[config.mk]
export PLATFORM = sky130hd
export DESIGN_NAME = fork_join_ctrl
export DESIGN_NICKNAME = d
export VERILOG_FILES = /design/src/rtl/fork_join_pkg.sv /design/src/rtl/fj_sat_counter.sv /design/src/rtl/fork_join_ctrl.sv
export SDC_FILE = /design/constraint.sdc
export NUM_CORES = 1
export LEC_CHECK = 0
export ABC_AREA = 1
export CAP_MARGIN = 40
export CORE_ASPECT_RATIO = 0.7
export CORE_MARGIN = 1.5
export CORE_UTILIZATION = 45
export CTS_BUF_LIST = sky130_fd_sc_hd__clkbuf_16
export DETAILED_ROUTE_END_ITERATION = 16
export PLACE_DENSITY = 0.71
export SLEW_MARGIN = 40
export SYNTH_ARGS = -nofsm -noshare
export SYNTH_HDL_FRONTEND = slang
export SYNTH_HIERARCHICAL = 1
export SYNTH_SLANG_ARGS = --single-unit
[constraint.sdc]
create_clock -name clk -period 4.9 [get_ports clk]
set_clock_uncertainty 0.05 [all_clocks]
set_input_delay 1.47 -clock clk [delete_from_list [all_inputs] [get_ports clk]]
set_output_delay 1.47 -clock clk [all_outputs]
set_load 0.05 [all_outputs]
[src/rtl/fork_join_pkg.sv]
// fork_join_pkg: shared types and helpers for the fork/join controller.
//   join_mode_e : completion policy (ALL, ANY, NONE)
//   fj_state_e  : controller FSM states
//   MODE_W      : width of the mode_i port
//   decode_mode : maps the raw mode field onto join_mode_e (11 -> ALL)
package fork_join_pkg;

    localparam int unsigned MODE_W = 2;

    typedef enum logic [MODE_W-1:0] {
        JOIN_ALL  = 2'b00,
        JOIN_ANY  = 2'b01,
        JOIN_NONE = 2'b10
    } join_mode_e;

    typedef enum logic [1:0] {
        IDLE,
        LAUNCH,
        WAIT,
        DONE
    } fj_state_e;

    function automatic join_mode_e decode_mode(input logic [MODE_W-1:0] m);
        case (m)
            2'b01:   return JOIN_ANY;
            2'b10:   return JOIN_NONE;
            default: return JOIN_ALL;
        endcase
    endfunction

endpackage

[src/rtl/fj_sat_counter.sv]
// fj_sat_counter: up-counter that sticks at all ones.
//   clk, rst_n : clock, asynchronous active-low reset
//   clr_i      : synchronous clear (wins over en_i)
//   en_i       : count enable
//   cnt_o      : current count
module fj_sat_counter #(
    parameter int unsigned W = 16
) (
    input  logic         clk,
    input  logic         rst_n,
    input  logic         clr_i,
    input  logic         en_i,
    output logic [W-1:0] cnt_o
);

    logic [W-1:0] cnt_q;
    logic [W-1:0] cnt_d;

    always_comb begin
        cnt_d = cnt_q;
        if (clr_i) begin
            cnt_d = '0;
        end else if (en_i && !(&cnt_q)) begin
            cnt_d = cnt_q + W'(1);
        end
    end

    always_ff @(posedge clk or negedge rst_n) begin
        if (!rst_n) begin
            cnt_q <= '0;
        end else begin
            cnt_q <= cnt_d;
        end
    end

    assign cnt_o = cnt_q;

endmodule

[src/rtl/fork_join_ctrl.sv]
// fork_join_ctrl: launches NUM_JOBS workers with one common start pulse,
// then collects their done pulses and reports completion per join mode.
//   start_i        : launch request, honoured only in IDLE
//   mode_i         : join mode, sampled with start_i (00 ALL, 01 ANY, 10 NONE, 11 ALL)
//   worker_start_o : one-cycle launch pulse to every lane
//   worker_done_i  : per-lane done, sampled only in WAIT
//   busy_o         : high in LAUNCH, WAIT, DONE
//   join_done_o    : one-cycle completion pulse
//   timeout_o      : one-cycle pulse alongside completion when the watchdog fired
//   done_mask_o    : sticky record of lanes finished this run
//   elapsed_o      : saturating count of WAIT cycles this run
module fork_join_ctrl
    import fork_join_pkg::*;
#(
    parameter int unsigned NUM_JOBS = 3,
    parameter int unsigned CNT_W    = 16,
    parameter int unsigned TIMEOUT  = 1000
) (
    input  logic                clk,
    input  logic                rst_n,
    input  logic                start_i,
    input  logic [MODE_W-1:0]   mode_i,
    output logic [NUM_JOBS-1:0] worker_start_o,
    input  logic [NUM_JOBS-1:0] worker_done_i,
    output logic                busy_o,
    output logic                join_done_o,
    output logic                timeout_o,
    output logic [NUM_JOBS-1:0] done_mask_o,
    output logic [CNT_W-1:0]    elapsed_o
);

    localparam logic [CNT_W-1:0] TO_LAST = (TIMEOUT == 0) ? '0 : CNT_W'(TIMEOUT - 1);

    fj_state_e             state_q, state_d;
    join_mode_e            mode_q, mode_d;
    logic [NUM_JOBS-1:0]   mask_q, mask_d;
    logic                  tmo_q, tmo_d;
    logic                  launch;
    logic                  join_hit;
    logic [CNT_W-1:0]      elapsed;

    assign launch = (state_q == IDLE) && start_i;

    fj_sat_counter #(
        .W (CNT_W)
    ) u_elapsed (
        .clk   (clk),
        .rst_n (rst_n),
        .clr_i (launch),
        .en_i  (state_q == WAIT),
        .cnt_o (elapsed)
    );

    always_comb begin
        state_d  = state_q;
        mode_d   = mode_q;
        mask_d   = mask_q;
        tmo_d    = tmo_q;
        join_hit = 1'b0;
        case (state_q)
            IDLE: begin
                if (start_i) begin
                    state_d = LAUNCH;
                    mode_d  = decode_mode(mode_i);
                    mask_d  = '0;
                    tmo_d   = 1'b0;
                end
            end
            LAUNCH: begin
                state_d = WAIT;
            end
            WAIT: begin
                mask_d = mask_q | worker_done_i;
                // NONE waits for every lane too; its pulse already went out in LAUNCH.
                join_hit = (mode_q == JOIN_ANY) ? (|mask_d) : (&mask_d);
                if (join_hit) begin
                    state_d = DONE;
                end else if ((TIMEOUT != 0) && (elapsed == TO_LAST)) begin
                    state_d = DONE;
                    tmo_d   = 1'b1;
                end
            end
            DONE: begin
                state_d = IDLE;
            end
            default: begin
                state_d = IDLE;
            end
        endcase
    end

    always_ff @(posedge clk or negedge rst_n) begin
        if (!rst_n) begin
            state_q <= IDLE;
            mode_q  <= JOIN_ALL;
            mask_q  <= '0;
            tmo_q   <= 1'b0;
        end else begin
            state_q <= state_d;
            mode_q  <= mode_d;
            mask_q  <= mask_d;
            tmo_q   <= tmo_d;
        end
    end

    assign worker_start_o = {NUM_JOBS{state_q == LAUNCH}};
    assign busy_o         = (state_q != IDLE);
    assign join_done_o    = ((state_q == LAUNCH) && (mode_q == JOIN_NONE)) ||
                            ((state_q == DONE)   && (mode_q != JOIN_NONE));
    assign timeout_o      = (state_q == DONE) && tmo_q;
    assign done_mask_o    = mask_q;
    assign elapsed_o      = elapsed;

endmodule

==> summary.txt <==
outcome -> finished clean
asr flop ratio synth -> 100.0%
Data arrival, critical path -> 1970 ps
Seq/Total Area, Yosys -> 36.61%
die area -> 4022 sq um
GR Overflow Total -> 0
CTS tree -> yes
Yosys reg bits -> 24
Clk pin slew, worst setup/hold paths -> 60 ps
latest clock arrival within the worst-skew pair -> 260 ps
WP buf/inv -> 2
Worst path slowest cell -> clkdlybuf4s50_1
CP peak stage delay -> 790 ps
average routed wire per standard cell -> 11.87 microns
GPL Wtd Cong -> 0.8846
Cell variety after synth -> 29
CP Launch Type -> register
Final Max Tran Viols -> 0
Setup WS pre-CTS -> 1679 ps
area leader, netlist -> dfrtp_1
Post-synth EDFFs -> 0
Fin Setup TNS -> 0 ps
Fin. Hold Viols -> 0
clock sink total -> 24
Final Setup Violations -> 0
Max Fanout on Critical Path -> 4
Ports -> 33
Root Driver -> clkbuf_16
Crit path max-delay family -> buffers and inverters
most common cell in the netlist -> nand2_1
HP Start -> tmo_q
TritonCTS Buffers -> 3
via count -> 1488
post-synthesis cell count -> 235
number of nets in the layout -> 281
dpl cells -> 312
critical path class -> register to primary output
synth cell count leaders -> nand2_1 (74), nor2_1 (28), dfrtp_1 (24), inv_1 (24), nand3_1 (19)
M2 GR Usage -> 28.17%
Routed Antenna Nets -> 0
Bufs on Longest Clock Path -> 2
worst r2r src -> state_q[0]
Area growth, synth to finish -> 25.32%
multi-input combinational cell area -> 885.9 sq um
htree depth -> 1
antenna violations before repair -> 0
fin worst setup slack -> 1412 ps
Die Y -> 53.52 microns
global-route wire length before repair -> 6.182 mm
FF-to-FF setup slack -> 2830 ps
fin crit share -> 71.18%
total power draw -> 1.069 mW
yosys warns -> 6
Leak -> 0.9577 nW
CP Data Required Time -> 3380 ps
Fillers -> 336
Slew @ Worst Pin -> 532.0 ps
Post-DP Area -> 1981 sq um
Mapped Nets -> 249
Syn Area/Cell -> 6.980 sq um
FF-to-FF path depth -> 9
post-detail-place hpwl -> 2.834 mm
Peak VDD IR -> 321.5 uV
CP cell instances -> inv_1 > ha_1 > mux2_2 > clkdlybuf4s50_1
Hold Crit Class -> register to register
share of the synthesized area in the top cell type -> 36.61%
Rel. slew slack -> 64.53%
ys flop type -> dfrtp_1
Layout Cells excl Fill -> 315
worst hold stages -> 2
# port buffers -> 32
Vias/cell -> 4.724
post-route cell area -> 2056 sq um
DRC -> 0
met1 usage -> 34.38%
first drt pass iteration count -> 5
PwrDens -> 520.1 nW/um^2
row count -> 18
share of cells above drive strength 1 -> 10.57%
critical path depth -> 4
initial DRC count -> 94
core area -> 3513 sq um
Hold Path Sink -> tmo_q
largest net degree at the start of global routing -> 25
met3 GRT Util -> 4.000%
Crit. End Element -> primary output
reg2reg end -> u_elapsed/cnt_o[13]
Max Cap Viol -> 0
vias in the first global route -> 1308
unrepaired setup endpoints after global routing -> no
post-detailed-routing wire length -> 3.740 mm
Max Clk Rate -> 286.7 MHz
Tmin final -> 3488 ps
Inserted Diodes -> 0
hold buffers post-CTS -> 0
FF/Latch Area -> 600.6 sq um
GRT busiest layer -> met1
synthesized area -> 1640 sq um
top cells by area, synth -> dfrtp_1 (37%), nand2_1 (17%), nor2_1 (6.4%)
gr usage total -> 21.30%
die width -> 75.16 microns
Post-CTS Setup Inserts -> 0
Initial Util -> 46.69%
Post-CTS Resized -> 0
[cells by family after synthesis]
family / after synthesis / share of synthesized area, %
mux: 1 / 0.6865
fa+ha+maj: 6 / 4.577
buf+inv: 36 / 9.382
flops: 24 / 36.61
simple gates: 149 / 41.72
compound gates: 16 / 5.416
xor+xnor: 3 / 1.602
[power breakdown]
part           internal, mW  total [mW]  switching, mW  leakage (nW)
Combinational         0.189       0.597          0.407         0.598
Clock                 0.108       0.172         0.0645        0.0370
Sequential            0.246       0.300         0.0540         0.322
[placed cells by master, fill, tap and decap left out, drive strengths merged, types with 3 or more instances in the layout]
cell / instances
nand2: 80
nor2: 34
clkdlybuf4s50: 31
inv: 30
dfrtp: 24
nand3: 21
a21oi: 8
nand4: 8
ha: 6
o21ai: 6
clkbuf: 3
xnor2: 3
[metal layers]
| metal | wire length [microns] | up-vias |
|---|---|---|
| met5 | 0 | - |
| met4 | 33 | 0 |
| met3 | 168 | 5 |
| li1 | - | 802 |
| met2 | 1427 | 35 |
| met1 | 2110 | 646 |
[worst max-delay path by stage]
stage,start,end
final,state_q[1],join_done_o
after global routing,state_q[1],join_done_o
after CTS,state_q[1],join_done_o
after detailed placement,state_q[1],join_done_o
after global placement,state_q[1],join_done_o
after floorplan,state_q[1],join_done_o
[flip-flops by register name, indices dropped and copies added, names as in the netlist]
signal / flops
done_mask_o: 3
tmo_q: 1
state_q: 2
u_elapsed/cnt_o: 16
mode_q: 2
[cell type report]
cell class                 instances  share of cell area [%]
clock buffer                       3                   3.652
tap                               50                   3.043
inverter                          31                   5.660
multi-input combinational        175                   43.09
timing repair buffer              32                   15.34
sequential                        24                   29.21
[metrics by stage]
stage | hold WS [ps] | util, %
2_1_floorplan | 392.0 | -
3_3_place_gp | 412.5 | 56.52
3_5_place_dp | 415.0 | 56.37
4_1_cts | 430.6 | 58.51
5_1_grt | 437.1 | 58.51
6_report | 429.0 | 58.51
[worst reg2reg max path, stage by stage, from the launching register on]
cell and delay [ps]:
dfrtp_1 410, inv_1 120, ha_1 470, clkinv_1 280, nor2_1 170, nand3b_1 90, nor2_1 160, nand3_1 100
nand2_1 60, nor2_1 40
(Power assumes the default switching activity.)
